===== src/rtl/cache_pkg.sv =====
// Shared definitions for the cache controller and cache_memory.
// Holds the controller state encoding and the address split helpers.
package cache_pkg;

    typedef enum logic [2:0] {
        IDLE,
        COMPARE,
        MEM_REQ,
        MEM_WAIT,
        REFILL,
        DONE
    } ctrl_state_e;

    localparam int unsigned MAX_ADDR_SIZE = 64;

    typedef logic [MAX_ADDR_SIZE-1:0] wide_addr_t;

    // Word index modulo the set count; num_sets must be a power of two.
    function automatic wide_addr_t get_set(input wide_addr_t addr, input int unsigned num_sets);
        return (addr >> 2) & (wide_addr_t'(num_sets) - wide_addr_t'(1));
    endfunction

    function automatic wide_addr_t get_tag(input wide_addr_t addr, input int unsigned addr_size,
                                           input int unsigned num_sets);
        wide_addr_t mask;
        mask = (addr_size >= MAX_ADDR_SIZE) ? '1 : ((wide_addr_t'(1) << addr_size) - wide_addr_t'(1));
        return (addr & mask) >> (2 + $clog2(num_sets));
    endfunction

endpackage


===== src/rtl/cache_controller.sv =====
// Blocking write-through, no-write-allocate cache controller.
// One request in flight; cache_memory is a sibling driven through the cm_* ports.
module cache_controller
    import cache_pkg::*;
#(
    parameter int unsigned ADDR_SIZE  = 32,
    parameter int unsigned NUM_SETS   = 4,
    parameter int unsigned NUM_WAYS   = 2,
    parameter int unsigned BLOCK_SIZE = 32,
    localparam int unsigned SetSize   = $clog2(NUM_SETS),
    localparam int unsigned WaySize   = $clog2(NUM_WAYS),
    localparam int unsigned TagSize   = ADDR_SIZE - SetSize - 2
) (
    input  logic                  clk,
    input  logic                  rst,
    input  logic                  cpu_req_valid,
    output logic                  cpu_req_ready,
    input  logic                  cpu_req_write,
    input  logic [ADDR_SIZE-1:0]  cpu_addr,
    input  logic [BLOCK_SIZE-1:0] cpu_wdata,
    output logic                  cpu_resp_valid,
    output logic [BLOCK_SIZE-1:0] cpu_rdata,
    output logic                  mem_req_valid,
    input  logic                  mem_req_ready,
    output logic                  mem_req_write,
    output logic [ADDR_SIZE-1:0]  mem_addr,
    output logic [BLOCK_SIZE-1:0] mem_wdata,
    input  logic                  mem_resp_valid,
    input  logic [BLOCK_SIZE-1:0] mem_rdata,
    output logic [SetSize-1:0]    cm_set,
    output logic [TagSize-1:0]    cm_tag,
    output logic                  cm_write_enable,
    output logic [WaySize-1:0]    cm_write_way,
    output logic [BLOCK_SIZE-1:0] cm_write_data,
    input  logic [BLOCK_SIZE-1:0] cm_read_data,
    input  logic                  cm_hit,
    input  logic [WaySize-1:0]    cm_hit_way,
    input  logic [WaySize-1:0]    cm_populate_way,
    output logic [31:0]           perf_hits,
    output logic [31:0]           perf_misses
);

    ctrl_state_e state, next_state;

    logic [ADDR_SIZE-3:0]  word_addr_q;
    logic [BLOCK_SIZE-1:0] wdata_q;
    logic                  write_q;
    logic [ADDR_SIZE-1:0]  byte_addr;

    assign byte_addr     = {word_addr_q, 2'b00};
    assign mem_addr      = byte_addr;
    assign mem_wdata     = wdata_q;
    assign mem_req_write = write_q;
    assign cm_set        = SetSize'(get_set(MAX_ADDR_SIZE'(byte_addr), NUM_SETS));
    assign cm_tag        = TagSize'(get_tag(MAX_ADDR_SIZE'(byte_addr), ADDR_SIZE, NUM_SETS));

    always_ff @(posedge clk or posedge rst) begin
        if (rst) begin
            state       <= IDLE;
            word_addr_q <= '0;
            wdata_q     <= '0;
            write_q     <= 1'b0;
            cpu_rdata   <= '0;
            perf_hits   <= '0;
            perf_misses <= '0;
        end else begin
            state <= next_state;
            if (state == IDLE && cpu_req_valid) begin
                word_addr_q <= cpu_addr[ADDR_SIZE-1:2];
                wdata_q     <= cpu_wdata;
                write_q     <= cpu_req_write;
            end
            if (state == COMPARE) begin
                if (cm_hit) begin
                    if (!write_q) cpu_rdata <= cm_read_data;
                    if (perf_hits != '1) perf_hits <= perf_hits + 32'd1;
                end else if (perf_misses != '1) begin
                    perf_misses <= perf_misses + 32'd1;
                end
            end
            // cpu_rdata doubles as the refill buffer written to the cache in REFILL
            if (state == MEM_WAIT && mem_resp_valid && !write_q) cpu_rdata <= mem_rdata;
        end
    end

    always_comb begin
        next_state      = state;
        cpu_req_ready   = 1'b0;
        cpu_resp_valid  = 1'b0;
        mem_req_valid   = 1'b0;
        cm_write_enable = 1'b0;
        cm_write_way    = cm_populate_way;
        cm_write_data   = cpu_rdata;
        unique case (state)
            IDLE: begin
                cpu_req_ready = 1'b1;
                if (cpu_req_valid) next_state = COMPARE;
            end
            COMPARE: begin
                if (write_q) begin
                    if (cm_hit) begin
                        cm_write_enable = 1'b1;
                        cm_write_way    = cm_hit_way;
                        cm_write_data   = wdata_q;
                    end
                    next_state = MEM_REQ;
                end else begin
                    next_state = cm_hit ? DONE : MEM_REQ;
                end
            end
            MEM_REQ: begin
                mem_req_valid = 1'b1;
                if (mem_req_ready) next_state = MEM_WAIT;
            end
            MEM_WAIT: begin
                if (mem_resp_valid) next_state = write_q ? DONE : REFILL;
            end
            REFILL: begin
                cm_write_enable = 1'b1;
                next_state      = DONE;
            end
            DONE: begin
                cpu_resp_valid = 1'b1;
                next_state     = IDLE;
            end
            default: next_state = IDLE;
        endcase
    end

endmodule


===== config.mk =====
export PLATFORM = sky130hd
export DESIGN_NAME = cache_controller
export DESIGN_NICKNAME = d
export VERILOG_FILES = /design/src/rtl/cache_pkg.sv /design/src/rtl/cache_controller.sv
export SDC_FILE = /design/constraint.sdc
export NUM_CORES = 1
export LEC_CHECK = 0
export CAP_MARGIN = 20
export CORE_ASPECT_RATIO = 0.6
export CORE_MARGIN = 10
export CORE_UTILIZATION = 31
export CTS_BUF_LIST = sky130_fd_sc_hd__clkbuf_8
export DETAILED_ROUTE_END_ITERATION = 7
export GPL_TIMING_DRIVEN = 0
export MAX_ROUTING_LAYER = met4
export PLACE_DENSITY_LB_ADDON = 0.15
export SLEW_MARGIN = 5
export SYNTH_ARGS = -nofsm -noshare
export SYNTH_HDL_FRONTEND = slang
export SYNTH_SLANG_ARGS = --single-unit

===== constraint.sdc =====
create_clock -name clk -period 6.71 [get_ports clk]
set_input_delay 0.671 -clock clk [delete_from_list [all_inputs] [get_ports clk]]
set_output_delay 0.671 -clock clk [all_outputs]
set_load 0.02 [all_outputs]

# Word-level counts from Yosys, hierarchy flattened
# Cells that the tools add are included.
[totals] reg_bits=162 inputBits=137 elab_cells=55 out_inout_bits=228
[classes] addsub=2 muxes=23 reduce_logical=11 n_bitwise=1 n_eq_ne=11
[ops] operator="$mux W32" count=7
[ops] operator="$add A32 B1 Y32 const B" count=2
[ops] operator="$ne A32 B32 Y1 const B" count=2
[ops] operator="$mux W3" count=5
[ops] operator="$pmux W3 S5" count=1
[ops] operator="$reduce_and A3 Y1" count=4
[ops] operator="$mux W1" count=9
[ops] operator="$eq A3 B2 Y1 const B" count=2
[ops] operator="$eq A3 B3 Y1 const B" count=2
[ops] operator="$ne A2 B2 Y1 const B" count=3
[ops] operator="$reduce_bool A2 Y1" count=2
[ops] operator="$eq A3 B1 Y1 const B" count=1
[ops] operator="$logic_and A1 B1 Y1" count=3
[ops] operator="$logic_not A3 Y1" count=1
[ops] operator="$ne A2 B1 Y1 const B" count=1
[ops] operator="$pmux W1 S2" count=1
[ops] operator="$logic_not A1 Y1" count=1
[ops] operator="$not A1 Y1" count=1

# Longest topological paths before layout
[logic_depth] word_depth=5 ltp_mapped=7

# Worst setup path before layout
# Ideal clock, no wire load.
[synth_timing] path_type="input port to output port" startpoint="input cm_hit" endpoint="output cm_write_data[10]" path_buffers=1 path_stages=4 required_ps=6039 path_slack_ps=4152 arrival_time_ps=1887 cell_sequence="and4bb_2 -> nand2_1 -> clkbuf_1 -> mux2_2"
[synth_via] elab_chain_len=3
[synth_lines] element="start: declaration" line_no="cache_controller.sv:36" rtl="input logic cm_hit,"
[synth_lines] element="$mux W32" line_no="cache_controller.sv:101" rtl="if (cm_hit) begin"
[synth_lines] element="$mux W32" line_no="cache_controller.sv:100" rtl="if (write_q) begin"
[synth_lines] element="$mux W32" line_no="cache_controller.sv:94" rtl="unique case (state)"
[synth_lines] element="end: declaration" line_no="cache_controller.sv:34" rtl="output logic [BLOCK_SIZE-1:0] cm_write_data,"
# No other way between the ends.

# Worst setup path in the final report
[layout_timing] startpoint="register state[2]" endpoint="output cm_write_data[24]"
[layout_via] elab_chain_len=2
[layout_lines] element="start: declaration" line_no="cache_controller.sv:43" rtl="ctrl_state_e state, next_state;"
[layout_lines] element="start signal: assignment" line_no="cache_controller.sv:67" rtl="state <= next_state;"
[layout_lines] element="$eq A3 B1 Y1" line_no="cache_controller.sv:94"
[layout_lines] element="$mux W32" line_no="cache_controller.sv:94"
# No other way between the ends.

==> out/qor.txt <==
Met3 wire length = 2.105 mm
Adder-cell share of the synthesized area = 0.3238%
Relative slew slack = 41.11%
Drt via density = 4.643
Crit. Startpoint = state[2]
Met2 WL = 13.65 mm
Hold Crit Class = reg2reg
Slew Limit Fails = 0
Grt ovf = 0
H-tree Lvls = 4
Total Routing Usage GR = 18.21%
Pin count of the biggest net entering global routing = 103
Fillers = 2224
Routability cong. = 0.7928
Startpoint Class = register
Die Wd = 223.8 µm
Share of cells above drive strength 1 = 17.11%
DRC Markers = 0
Count of input and output buffers = 360
Area after DPL = 11770 µm²
CP max FO = 10
Core Area = 24330 µm²
Hold Fails Final Rpt = 0
Final hold slack = 0.4938 ns
Avg Inst Size Synth = 11.62 µm²
Reg2Reg Setup Slack = 4.01 ns
Routed length per placed instance = 20.78 µm
Clock Pin Slew Worst Setup and Hold Paths = 0.09 ns
Nets = 1185
Setup Skew = 0.01100 ns
Antenna violations before repair = 4
Post-synthesis simple-gate area fraction = 13.45%
Vias in the first global route = 6716
Sequential area share after synthesis = 52.45%
CTS tree = built
Yosys reg bits = 162
Commonest cells after routing, fill and taps aside = clkdlybuf4s50_1, dfrtp_1, mux2_2
WHS Path Cells = 1
Std cell rows = 44
Max clock buf depth = 2
Worst VDD drop = 0.0003075 V
IO Pins = 365
Largest family of logic cells by synthesized area = multiplexers
Yosys cell types = 49
RSZ-0062 raised after global routing = no
Power, Total = 5.205 mW
Ys flop type = dfrtp_1
Critical Path AT = 3.50 ns
Synth Area in Compound Gates = 3.626%
Placed cells = 1349
Final TNS setup = 0 ns
TritonCTS sink count = 162
FMAX = 239.7 MHz
Tmin final = 4.173 ns
Xor-xnor portion of the synthesized cell area = 6.573%
Final Instance Count excl. Fillers = 1384
Number of CTS-inserted buffers = 17
Routed WL = 28.76 mm
Area grow syn2layout = 57.47%
PostCTS Resize Cnt = 0
Critical Path End Type = output port
Initial Util = 31.76%
Status = finished, final reports clean
Post-CTS Setup Inserts = 0
Post-Syn Area = 7729 µm²
Post-DRT Antenna Nets = 0
R2R depth = 6
RR Startpoint = state[2]
Clk_lat worst skew = 0.48 ns
Setup-failing EPs final = 0
Detailed Place HPWL = 22.80 mm
Reg2reg end = perf_misses[30]
Pwr Density = 427.7 nW/µm²
First-pass GRT wire length = 42.78 mm
First-pass DRT Iterations = 4
Hold EP = perf_misses[30]
Kind of critical path = reg2out
Die height = 142.3 µm
Max-cap violations = 0
Clk root buf = clkbuf_8
Pleak = 5.202 nW
EDFF count, synth = 0
Commonest non-fill, non-tap cell in the layout = clkdlybuf4s50_1
Post-synthesis mux area share = 18.84%
Vias = 6426
M1 WL = 12.61 mm
Worst slew pin tran = 0.8775 ns
Hold_sp = perf_misses[30]
Final instance area = 12170 µm²
Mapped Cells = 665
WP data required = 6.04 ns
Synth warnings = 0
Iteration-0 DRC Markers = 299
Async set or reset register ratio after synthesis = 100.0%
Part of the cycle the worst path needs = 62.18%
Max layer used = met4
Cts-stage hold buffer count = 0
Die area = 31850 µm²
[cell families after synthesis]
kind of cell             after synthesis
AO/OA/AOI/OAI                         48
XOR/XNOR                              58
adder cells (fa/ha/maj)                2
buffers and inverters                 62
flip-flops                           162
multiplexers                         133
other                                  1
AND/OR/NAND/NOR                      199
[worst max-delay path by stage]
stage	cells after the start	end	slack (ns)
floorplan	1	cpu_rdata[0]	1.66
global placement	2	mem_wdata[12]	-1.06
detailed placement	6	cm_write_data[24]	2.49
CTS	6	cm_write_data[25]	2.42
global route	6	cm_write_data[25]	2.30
finish	6	cm_write_data[24]	2.54
[routing by layer]
layer	vias to the layer above	GRT usage [%]
met5	-	-
met2	185	28.22
li1	3087	-
met3	20	6.914
met1	3134	21.92
met4	0	4.780
[layout make-up]
| cell class | instances | area, µm² | share of cell area, % |
|---|---|---|---|
| buffer | 56 | 339.1 | 2.786 |
| sequential | 162 | 4054 | 33.31 |
| antenna | 4 | 10.01 | 0.08225 |
| tap | 322 | 402.9 | 3.310 |
| clock inverter | 7 | 56.30 | 0.4626 |
| timing repair buffer | 361 | 3631 | 29.83 |
| multi-input combinational | 442 | 3317 | 27.25 |
| clock buffer | 24 | 330.3 | 2.714 |
| inverter | 6 | 30.03 | 0.2467 |
[synth_stat cells, types with 3 or more instances]
| cell type | count | area share (%) |
|---|---|---|
| nor3_1 | 17 | 1.1 |
| buf_2 | 7 | 0.45 |
| nor4_2 | 3 | 0.49 |
| mux2i_1 | 33 | 4.3 |
| nor2_1 | 61 | 3.0 |
| nand4_1 | 21 | 1.7 |
| dfrtp_1 | 162 | 52 |
| nand3_1 | 27 | 1.7 |
| and4_1 | 5 | 0.57 |
| mux2_2 | 99 | 14 |
| buf_1 | 4 | 0.19 |
| clkbuf_1 | 13 | 0.63 |
| inv_1 | 6 | 0.29 |
| xor2_1 | 24 | 2.7 |
| o21ai_0 | 5 | 0.32 |
| a21oi_1 | 33 | 2.1 |
| nand2_1 | 30 | 1.5 |
| xnor2_1 | 34 | 3.9 |
| and3_1 | 9 | 0.73 |
| nor2b_1 | 4 | 0.32 |
| buf_4 | 32 | 3.1 |
[where the power goes]
group	leakage, nW	internal [mW]	switching (mW)
clock	0.214	0.355	0.364
combinational	2.99	1.48	1.40
sequential	2.00	1.31	0.301
[through the flow]
stage	worst slack, ns	utilization (%)
finish	2.537	50.02
floorplan	1.662	-
CTS	2.421	49.97
detailed placement	2.494	48.39
global placement	-1.055	48.24
global route	2.299	50.02
[registers in the layout (all words and copies together) (netlist names)]
name,flops
word_addr_q,30
mem_wdata,32
cpu_rdata,32
perf_misses,32
mem_req_write,1
perf_hits,32
state,3
[worst max-delay path, stage by stage (launching register included)]
cell and delay [ns]:
dfrtp_1 0.34, clkbuf_1 0.31, and4bb_2 0.36, nand2_1 0.39
clkbuf_1 0.62, mux2_2 0.40, clkdlybuf4s50_1 0.59
No activity file was read; power rests on OpenSTA's default activity.
